$ cat config.mk
export PLATFORM = sky130hd
export DESIGN_NAME = multicycle_ctrl
export DESIGN_NICKNAME = d
export VERILOG_FILES = /design/src/rtl/multicycle_ctrl.sv
export SDC_FILE = /design/constraint.sdc
export NUM_CORES = 1
export LEC_CHECK = 0
export ABC_AREA = 1
export ABC_CLOCK_PERIOD_IN_PS = 7250
export BUFFER_PORTS_ARGS = -buffer_cell sky130_fd_sc_hd__buf_2
export CORE_MARGIN = 4
export CORE_UTILIZATION = 53
export DETAILED_ROUTE_END_ITERATION = 7
export PLACE_DENSITY = 0.9
export SYNTH_ARGS = -nofsm -noshare
export SYNTH_HDL_FRONTEND = slang
export SYNTH_SLANG_ARGS = --single-unit
$ cat constraint.sdc
create_clock -name clk -period 7.25 [get_ports clk]
set_clock_uncertainty 0.05 [all_clocks]
set_input_delay 1.0875 -clock clk [delete_from_list [all_inputs] [get_ports clk]]
set_output_delay 1.0875 -clock clk [all_outputs]
set_load 0.01 [all_outputs]
$ cat src/rtl/multicycle_ctrl.sv
// Multicycle control unit: PC, instruction register and PSW flags, sequencing
// FETCH/DECODE/EXE/MEM/WB and driving the RFplusALU control bundle.
module multicycle_ctrl (
  input  logic        clk,
  input  logic        Reset,
  input  logic [15:0] InsIn,
  input  logic        C,
  input  logic        Z,
  input  logic        N,
  input  logic [15:0] RegA,
  input  logic [15:0] RegB,
  input  logic        MemReady,
  output logic [15:0] PC,
  output logic [15:0] Ins,
  output logic        WBRF,
  output logic        WBresource,
  output logic        RBresource,
  output logic        OprandB,
  output logic        LI,
  output logic        Buff_IDEXE,
  output logic        PSW_C,
  output logic        ALUop,
  output logic        Flag,
  output logic        LinkWB,
  output logic        MemRd,
  output logic        MemWr,
  output logic        OutEn,
  output logic        FlagC,
  output logic        FlagZ,
  output logic        FlagN,
  output logic        Halted
);

  typedef enum logic [2:0] {
    S_FETCH, S_DECODE, S_EXE, S_MEM, S_WB, S_HALT
  } state_t;

  localparam logic [4:0] OP_MOV    = 5'b00000;
  localparam logic [4:0] OP_ADD    = 5'b00001;
  localparam logic [4:0] OP_ADC    = 5'b00010;
  localparam logic [4:0] OP_SUB    = 5'b00011;
  localparam logic [4:0] OP_SBB    = 5'b00100;
  localparam logic [4:0] OP_CMP    = 5'b00101;
  localparam logic [4:0] OP_ADDI   = 5'b00110;
  localparam logic [4:0] OP_SUBI   = 5'b00111;
  localparam logic [4:0] OP_LHI    = 5'b01000;
  localparam logic [4:0] OP_LLI    = 5'b01001;
  localparam logic [4:0] OP_LDR_RI = 5'b01010;
  localparam logic [4:0] OP_LDR_RR = 5'b01011;
  localparam logic [4:0] OP_STR_RI = 5'b01100;
  localparam logic [4:0] OP_STR_RR = 5'b01101;
  localparam logic [4:0] OP_OUTR   = 5'b01110;
  localparam logic [4:0] OP_JMP    = 5'b10000;
  localparam logic [4:0] OP_BZ     = 5'b10010;
  localparam logic [4:0] OP_JAL    = 5'b10011;
  localparam logic [4:0] OP_JALRR  = 5'b10100;
  localparam logic [4:0] OP_JR     = 5'b10101;
  localparam logic [4:0] OP_HLT    = 5'b11100;

  state_t      state_q, state_d;
  logic [15:0] pc_q, pc_d;
  logic [15:0] ins_q, ins_d;
  logic [2:0]  flags_q, flags_d;  // {C,Z,N}

  logic [4:0]  op;
  logic        is_ri, is_ldr, is_str, is_exe, is_flagop;
  logic signed [15:0] off11_s, imm8_s;

  assign op        = ins_q[15:11];
  assign is_ldr    = (op == OP_LDR_RI) || (op == OP_LDR_RR);
  assign is_str    = (op == OP_STR_RI) || (op == OP_STR_RR);
  assign is_ri     = (op == OP_ADDI) || (op == OP_SUBI) || (op == OP_LDR_RI) || (op == OP_STR_RI);
  assign is_exe    = (op <= OP_SUBI) || is_ldr || is_str;
  assign is_flagop = (op >= OP_ADD) && (op <= OP_SUBI);
  assign off11_s   = {{5{ins_q[10]}}, ins_q[10:0]};
  assign imm8_s    = {{8{ins_q[7]}}, ins_q[7:0]};

  always_comb begin
    state_d    = state_q;
    pc_d       = pc_q;
    ins_d      = ins_q;
    flags_d    = flags_q;
    WBRF       = 1'b0;
    WBresource = 1'b0;
    RBresource = 1'b0;
    OprandB    = 1'b0;
    LI         = 1'b0;
    Buff_IDEXE = 1'b0;
    PSW_C      = 1'b0;
    ALUop      = 1'b0;
    Flag       = 1'b0;
    LinkWB     = 1'b0;
    MemRd      = 1'b0;
    MemWr      = 1'b0;
    OutEn      = 1'b0;
    Halted     = 1'b0;
    case (state_q)
      S_FETCH: begin
        ins_d   = InsIn;
        pc_d    = pc_q + 16'd1;
        state_d = S_DECODE;
      end
      S_DECODE: begin
        state_d = S_FETCH;
        if (is_exe) begin
          Buff_IDEXE = 1'b1;
          OprandB    = is_ri;
          state_d    = S_EXE;
        end
        // pc_q already points past this instruction: it is both branch base and link value
        case (op)
          OP_LHI:   begin RBresource = 1'b1; Buff_IDEXE = 1'b1; state_d = S_WB; end
          OP_LLI:   begin LI = 1'b1; Buff_IDEXE = 1'b1; state_d = S_WB; end
          OP_OUTR:  OutEn = 1'b1;
          OP_JMP:   pc_d = pc_q + off11_s;
          OP_BZ:    if (flags_q[1]) pc_d = pc_q + imm8_s;
          OP_JAL:   begin WBRF = 1'b1; WBresource = 1'b1; LinkWB = 1'b1; pc_d = pc_q + imm8_s; end
          OP_JALRR: begin WBRF = 1'b1; WBresource = 1'b1; LinkWB = 1'b1; pc_d = RegA; end
          OP_JR:    begin RBresource = 1'b1; pc_d = RegB; end
          OP_HLT:   state_d = S_HALT;
          default:  ;
        endcase
      end
      S_EXE: begin
        case (op)
          OP_ADD, OP_ADDI, OP_LDR_RI, OP_LDR_RR, OP_STR_RI, OP_STR_RR: PSW_C = 1'b1;
          OP_ADC:                 begin PSW_C = 1'b1; Flag = 1'b1; end
          OP_SUB, OP_SUBI, OP_CMP: ALUop = 1'b1;
          OP_SBB:                 begin ALUop = 1'b1; Flag = 1'b1; end
          default:                ;
        endcase
        RBresource = is_str;
        if (is_flagop) flags_d = {C, Z, N};
        if (op == OP_CMP)          state_d = S_FETCH;
        else if (is_ldr || is_str) state_d = S_MEM;
        else                       state_d = S_WB;
      end
      S_MEM: begin
        MemRd      = is_ldr;
        MemWr      = is_str;
        RBresource = is_str;
        if (MemReady) state_d = is_ldr ? S_WB : S_FETCH;
      end
      S_WB: begin
        WBRF       = 1'b1;
        WBresource = !is_ldr;
        state_d    = S_FETCH;
      end
      S_HALT:  Halted = 1'b1;
      default: state_d = S_FETCH;
    endcase
  end

  always_ff @(posedge clk or negedge Reset) begin
    if (!Reset) begin
      state_q <= S_FETCH;
      pc_q    <= 16'h0000;
      ins_q   <= 16'h0000;
      flags_q <= 3'b000;
    end else begin
      state_q <= state_d;
      pc_q    <= pc_d;
      ins_q   <= ins_d;
      flags_q <= flags_d;
    end
  end

  assign PC    = pc_q;
  assign Ins   = ins_q;
  assign FlagC = flags_q[2];
  assign FlagZ = flags_q[1];
  assign FlagN = flags_q[0];

endmodule
==> metrics, run 1 <==
run status completed; worst reg2reg path depth 16; clock latency on the worst-skew pair 0.29 ns; main flop type after synthesis dfrtp_1; Distinct cells, synth 43; RSZ-0062 raised after global routing false; sequential share of the synthesized area 27.8%; crit-path cells nor2_1, nand3_1, clkinv_1, o21ai_0, a21oi_1, buf_2; worst vdd rail ir drop 0.230 mV; Worst slew margin around 41%; Congestion Overflow GR 0; hold depth 1; Slew Viols, Final 0; Max Fclk approximately 280 MHz; Net Sw Frac 54.6%; Max-Cap Viols 0; vias in the first global route between 3,000 and 4,000; Slew @ Worst Pin 0.887 ns; worst-path fanout max 17; post-synthesis async set-or-reset flop share 100%; Avg Cell Area, Syn 6.63 um2; layout cell share with drive strength beyond 1 22.3%; Filler cells between 500 and 600; hold crit path type reg2reg; DIE AREA 0.00779 mm2; part of the power in registers 20.9%; #FFs+latches synth 38; logic gate share of total power 71.0%; Critical Path Source Type flop; largest net degree at the start of global routing 39; wire per inst 15.0 um; detailed-placement wirelength estimate between 7000 and 8000 um; row count 28; drt via density 5.56; TritonCTS Buffers 5; first-pass GRT wire length 17,100 um; Slowest-stage cell, CP dfrtp_1; fin crit share 49.6%; IO buf count between 100 and 150; Internal between 0.001 and 0.0015 W; pre-CTS setup slack slightly above 4 ns; LEAKAGE approximately 2.3 nW; post-CTS sizing 0; post-route DRC violation count 0; drt first pass iters 5; initial antenna violation count 0; setup ws final 3.65 ns; nets a little under 700; Worst-path clk slew 0.08 ns; final WL around 10,000 um; clk buf depth 2; clk root buf clkbuf_8; Post-Synthesis Cells 515; ANT nets after route 0; clock share of power 8.1%; CTS Hold Bufs 0; Die Ht 88.3 um; Die X approximately 88 um; WP data required a little over 6 ns; initial core utilization a little under three fifths; setup bufs post-CTS 0; syn nets 587; setup TNS 0 ns; IO Count 103; WP data arrival ~2.5 ns; yosys warns 0; via count 3,832; post-synthesis cell area 0.00341 mm2; WS Path Type reg2out; CTS tree built; GPL Wtd Cong 0.969; Antenna Cells 0; Syn-to-layout area delta 18.7%; Setup-failing EPs final 0; Final min period 3.60 ns; htree depth 2; EDFF count, synth 0; Power Dens Cells 558 mW/mm2; Worst setup EP type output port; Core Footprint around 0.0061 mm2; largest stage delay on the critical path 0.59 ns; final hold viol count 0; sw power between 0.001 and 0.0015 W; First DRT Iteration DRCs between 300 and 400; total track usage approximately 28%; Sink Count 38
## Yosys cell counts (3+ instances only)
cell type,number,area share [%]
dfrtp_1,38,28
nand3b_1,9,2.0
a21oi_1,35,5.1
or2_2,3,0.55
o21ai_0,16,2.3
inv_1,63,6.9
nand3_1,39,5.7
xor2_1,7,1.8
a21o_1,3,0.66
nand4_1,5,0.92
buf_2,6,0.88
mux2_2,11,3.6
o21ai_1,3,0.44
nand2_1,150,16
a221oi_1,4,1.0
ha_1,17,6.2
nor3_1,14,2.1
o21ai_2,3,0.77
nor2_1,48,5.3
buf_6,3,0.99
a22oi_1,8,1.8
## cell families (layout without fill, tap and decap cells)
kind of cell | after synthesis | count (layout) | synth area share [%]
multiplexers | 11 | 11 | 3.63
XOR/XNOR | 8 | 8 | 2.05
flip-flops | 38 | 38 | 27.8
AND/OR/NAND/NOR | 278 | 278 | 35.1
buffers and inverters | 80 | 179 | 10.0
adder cells (fa/ha/maj) | 18 | 18 | 6.82
AO/OA/AOI/OAI | 82 | 82 | 14.5
## registers in the layout, summed over array words and instances (netlist names)
name and flops:
flags_q 3, PC 16, state_q 3, Ins 16
## worst paths after layout
path,end,startpoint,slack [ns]
worst max-delay path,WBresource,Ins[12]$_DFFE_PN0P_,3.65
worst min-delay path,flags_q[0]$_DFFE_PN0P_,flags_q[0]$_DFFE_PN0P_,0.48
worst max register to register,PC[15]$_DFFE_PN0P_,Ins[14]$_DFFE_PN0P_,4.46
worst min register to register,flags_q[0]$_DFFE_PN0P_,flags_q[0]$_DFFE_PN0P_,0.48
max in group asynchronous,Ins[1]$_DFFE_PN0P_,Reset,5.74
min in group asynchronous,Ins[6]$_DFFE_PN0P_,Reset,0.87
## routing by layer
layer	vias up	track usage (%)	routed length, um
met5	-	0	0
met1	1711	35.3	4320
met4	0	9.20	144
met3	18	5.03	932
met2	209	47.0	4900
li1	1894	-	-
## worst max-delay path: cells and delay by family (launching register included)
family / cells / cell delay [ns]
buffers and inverters: 2 / 0.64
AO/OA/AOI/OAI: 2 / 0.68
flip-flops: 1 / 0.59
AND/OR/NAND/NOR: 2 / 0.27
## cells in the final DEF (no fill, tap or decap), types with 2 or more instances in the layout
cell / n
o21ai_0: 16
inv_2: 2
nand4_1: 5
inv_1: 63
a21o_1: 3
nor3_1: 14
nand3b_1: 9
nand2_1: 150
nand2_2: 2
buf_4: 2
o211ai_1: 2
ha_1: 17
buf_2: 102
o21ai_2: 3
nor2_1: 48
nor2_2: 2
nor4_1: 2
o21ai_1: 3
dfrtp_1: 38
a22oi_1: 8
mux2_2: 11
clkbuf_8: 5
a221oi_1: 4
clkbuf_1: 2
xor2_1: 7
or2_2: 3
nand3_1: 39
a21oi_1: 35
o221ai_1: 2
## area by class of cell
| cell class | instances | area [um2] | share of cell area (%) |
|---|---|---|---|
| well taps | 75 | 93.8 | 2.31 |
| multi-input cells | 397 | 2120 | 52.3 |
| flip-flops and latches | 38 | 951 | 23.5 |
| inverters | 67 | 256 | 6.33 |
| repair buffers | 104 | 526 | 13.0 |
| clock buffers | 7 | 76.3 | 1.88 |
| clock inverters | 1 | 30.0 | 0.741 |
## power by group through the flow
stage | clock (W) | combinational (W) | sequential, W
after floorplan | 0 | 0.00118 | 0.000476
after global placement | 0 | 0.00154 | 0.000466
after detailed placement | 0 | 0.00157 | 0.000473
after CTS | 0.000189 | 0.00158 | 0.000469
after global routing | 0.000196 | 0.00182 | 0.000490
final | 0.000184 | 0.00160 | 0.000473
## through the flow
stage | power (W) | instance area, um2 | cells | hold slack (ns) | utilization [%]
after floorplan | 0.00165 | 3410 | 515 | 0.500 | -
after global placement | 0.00200 | 3950 | 681 | 0.431 | 64.8
after detailed placement | 0.00205 | 3950 | 681 | 0.451 | 64.8
after CTS | 0.00224 | 4050 | 689 | 0.470 | 66.5
after global routing | 0.00250 | 4050 | 689 | 0.480 | 66.5
final | 0.00226 | 4050 | 689 | 0.476 | 66.5
(Power assumes the default switching activity.)
==> run 2: changes to the inputs <==
- ABC_CLOCK_PERIOD_IN_PS: 7250 -> 3130
- CORE_UTILIZATION: 53 -> 48
- PLACE_DENSITY: 0.9 -> 0.86
- clock period: 7.25 -> 3.13 ns (I/O delays scaled with it)
==> run 2 against run 1 <==
Die area is 9.4% higher. Cell area rose by 1.6%. Via count is 0.10% higher. Clock power grew 130%. Count of clock-buffer cells in the layout is the same. Register-to-register slack got worse by 4.0 ns. Wire length grew 0.23%. Critical path depth grew 3. Core utilization fell by 6.6 points. Power grew 130%. Sequential power increased by 130%. Global-route usage shrank 2.9 points. Critical path type unchanged. Critical endpoint is now Buff_IDEXE. Largest cell class unchanged. Largest power group unchanged.
==> metrics, run 2 (synthesized netlist as in run 1, its figures left out) <==
run status completed; final WL 10,300 um (+0.23%); layout cell share with drive strength beyond 1 22.9% (+0.63 points); Congestion Overflow GR 0 (unchanged); Worst slew margin 41.4% (+0.51 points); Worst setup EP type output port; Sink Count 38 (unchanged); R2R Path End PC[15]$_DFFE_PN0P_; clk root buf clkbuf_8; clk buf depth 2 (unchanged); crit-path cells inv_1, nand3_1, nor2_1, nor2_1, inv_1, o21ai_0, and2_1, inv_1, buf_2; post-route design area 0.00412 mm2 (+1.6%); Die Ht 92.3 um (+4.6%); Critical Path Source Type flop; CP bufs+invs 4 (+2); drt via density 5.37 (-3.5%); Final min period 2.82 ns; setup TNS 0 ns (unchanged); worst reg2reg path depth 16 (unchanged); total track usage 24.6% (-2.9 points); most common cell after layout, fill and taps aside nand2_1; row count 30 (+7.1%); FF-to-FF setup slack 0.44 ns (-4.02 ns); Setup-failing EPs final 0 (unchanged); worst vdd rail ir drop 0.498 mV (+120%); Max Fclk 355 MHz; post-route DRC violation count 0 (unchanged); largest net degree at the start of global routing 39 (unchanged); WS Path Type reg2out; Filler cells 667 (+19%); hold crit path type in2async; initial antenna violation count 0 (unchanged); Area after DPL 0.00401 mm2 (+1.6%); worst-path fanout max 14 (-3); wire per inst 14.4 um (-3.4%); TritonCTS Buffers 5 (unchanged); Worst-path clk slew 0.08 ns (about the same); Top delay family on crit path flip-flops; reg2reg start Ins[14]$_DFFE_PN0P_; Die X 92.3 um (+4.6%); htree depth 2 (unchanged); DIE AREA 0.00853 mm2 (+9.4%); clock latency on the worst-skew pair 0.29 ns (about the same); RSZ-0062 raised after global routing false; Syn-to-layout area delta 20.6%; IO Count 103 (unchanged); first-pass GRT wire length 17,100 um (+0.24%); CTS tree built; nets 690 (+0.73%); vias in the first global route 3,753 (-1.3%); GPL Wtd Cong 0.952 (-1.7%); LEAKAGE 2.28 nW (+1.1%); First DRT Iteration DRCs 322 (+3.2%); area of the multi-input gates 0.00212 mm2 (unchanged); detailed-placement wirelength estimate 7970 um (+1.5%); WP data required 2.61 ns (-3.50 ns); Max-Cap Viols 0 (unchanged); WP data arrival 2.30 ns (-0.16 ns); Core Footprint 0.00687 mm2 (+13%); final hold viol count 0 (unchanged); ANT nets after route 0 (unchanged); fin crit share roughly nine tenths; via count 3,836 (+0.10%); Slew @ Worst Pin 0.879 ns (-0.00758 ns); Slew Viols, Final 0 (unchanged); commonest cells after routing, fill and taps aside nand2_1, buf_2, inv_1, nor2_1, nand3_1; most frequent CP cell inv_1; IO buf count 102 (unchanged); drt first pass iters 6 (+1); Antenna Cells 0 (unchanged); Power Dens Cells 1280 mW/mm2 (+130%); setup bufs post-CTS 0 (unchanged); largest stage delay on the critical path 0.62 ns (+0.03 ns); initial core utilization 49.7% (-6.3 points); post-CTS sizing 0 (unchanged); Slowest-stage cell, CP dfrtp_1; register area 951 um2 (unchanged); CTS Hold Bufs 0 (unchanged)
==> run 2: changes by cell type in the layout (fill, tap and decap cells not counted), sizes merged <==
cell and change:
buf +5
==> run 2: layer usage <==
layer	global-route usage, %	vias up	part of all wire, %
met3	5.20	16	8.0
li1	-	1902	-
met2	42.3	156	48
met5	0	-	0
met1	31.1	1762	42
met4	7.30	0	1.5
==> run 2: through the flow <==
stage          power [W]  instances  utilization, %  hold slack [ns]  worst slack (ns)
6_report         0.00528        715            59.9            0.235             0.312
5_1_grt          0.00587        715            59.9            0.315             0.135
4_1_cts          0.00526        715            59.9            0.277             0.344
3_5_place_dp     0.00481        707            58.4            0.442             0.490
3_3_place_gp     0.00473        707            58.4            0.431             0.579
2_1_floorplan    0.00383        515               -            0.124             0.745
==> run 2: how the worst max path moves through the flow <==
stage	from	depth (start not counted)	slack [ns]	endpoint
6_report	Ins[15]$_DFFE_PN0P_	9	0.31	Buff_IDEXE
3_3_place_gp	Ins[15]$_DFFE_PN0P_	9	0.58	Buff_IDEXE
3_5_place_dp	Ins[13]$_DFFE_PN0P_	16	0.49	PC[13]$_DFFE_PN0P_
2_1_floorplan	Ins[14]$_DFFE_PN0P_	16	0.75	PC[13]$_DFFE_PN0P_
4_1_cts	Ins[15]$_DFFE_PN0P_	9	0.34	Buff_IDEXE
5_1_grt	Ins[14]$_DFFE_PN0P_	16	0.13	PC[15]$_DFFE_PN0P_
==> run 2: final cells by class <==
class | instances | area share (%)
clock buffer | 7 | 1.85
clock inverter | 1 | 0.729
inverter | 67 | 6.23
multi-input combinational | 397 | 51.5
sequential | 38 | 23.1
tap | 96 | 2.92
timing repair buffer | 109 | 13.7
==> run 2: worst register-to-register path: cells and delay by family, from the launching register on <==
family	cells	cell delay [ns]
AO/OA/AOI/OAI	2	0.27
AND/OR/NAND/NOR	11	1.29
adder cells (fa/ha/maj)	1	0.37
flip-flops	1	0.45
buffers and inverters	2	0.19
==> run 2: power by group <==
part           switching, W  internal (W)  total [W]
Sequential         0.000357      0.000745    0.00110
Clock              0.000188      0.000239   0.000427
Combinational       0.00232       0.00143    0.00376
Total               0.00287       0.00241    0.00528
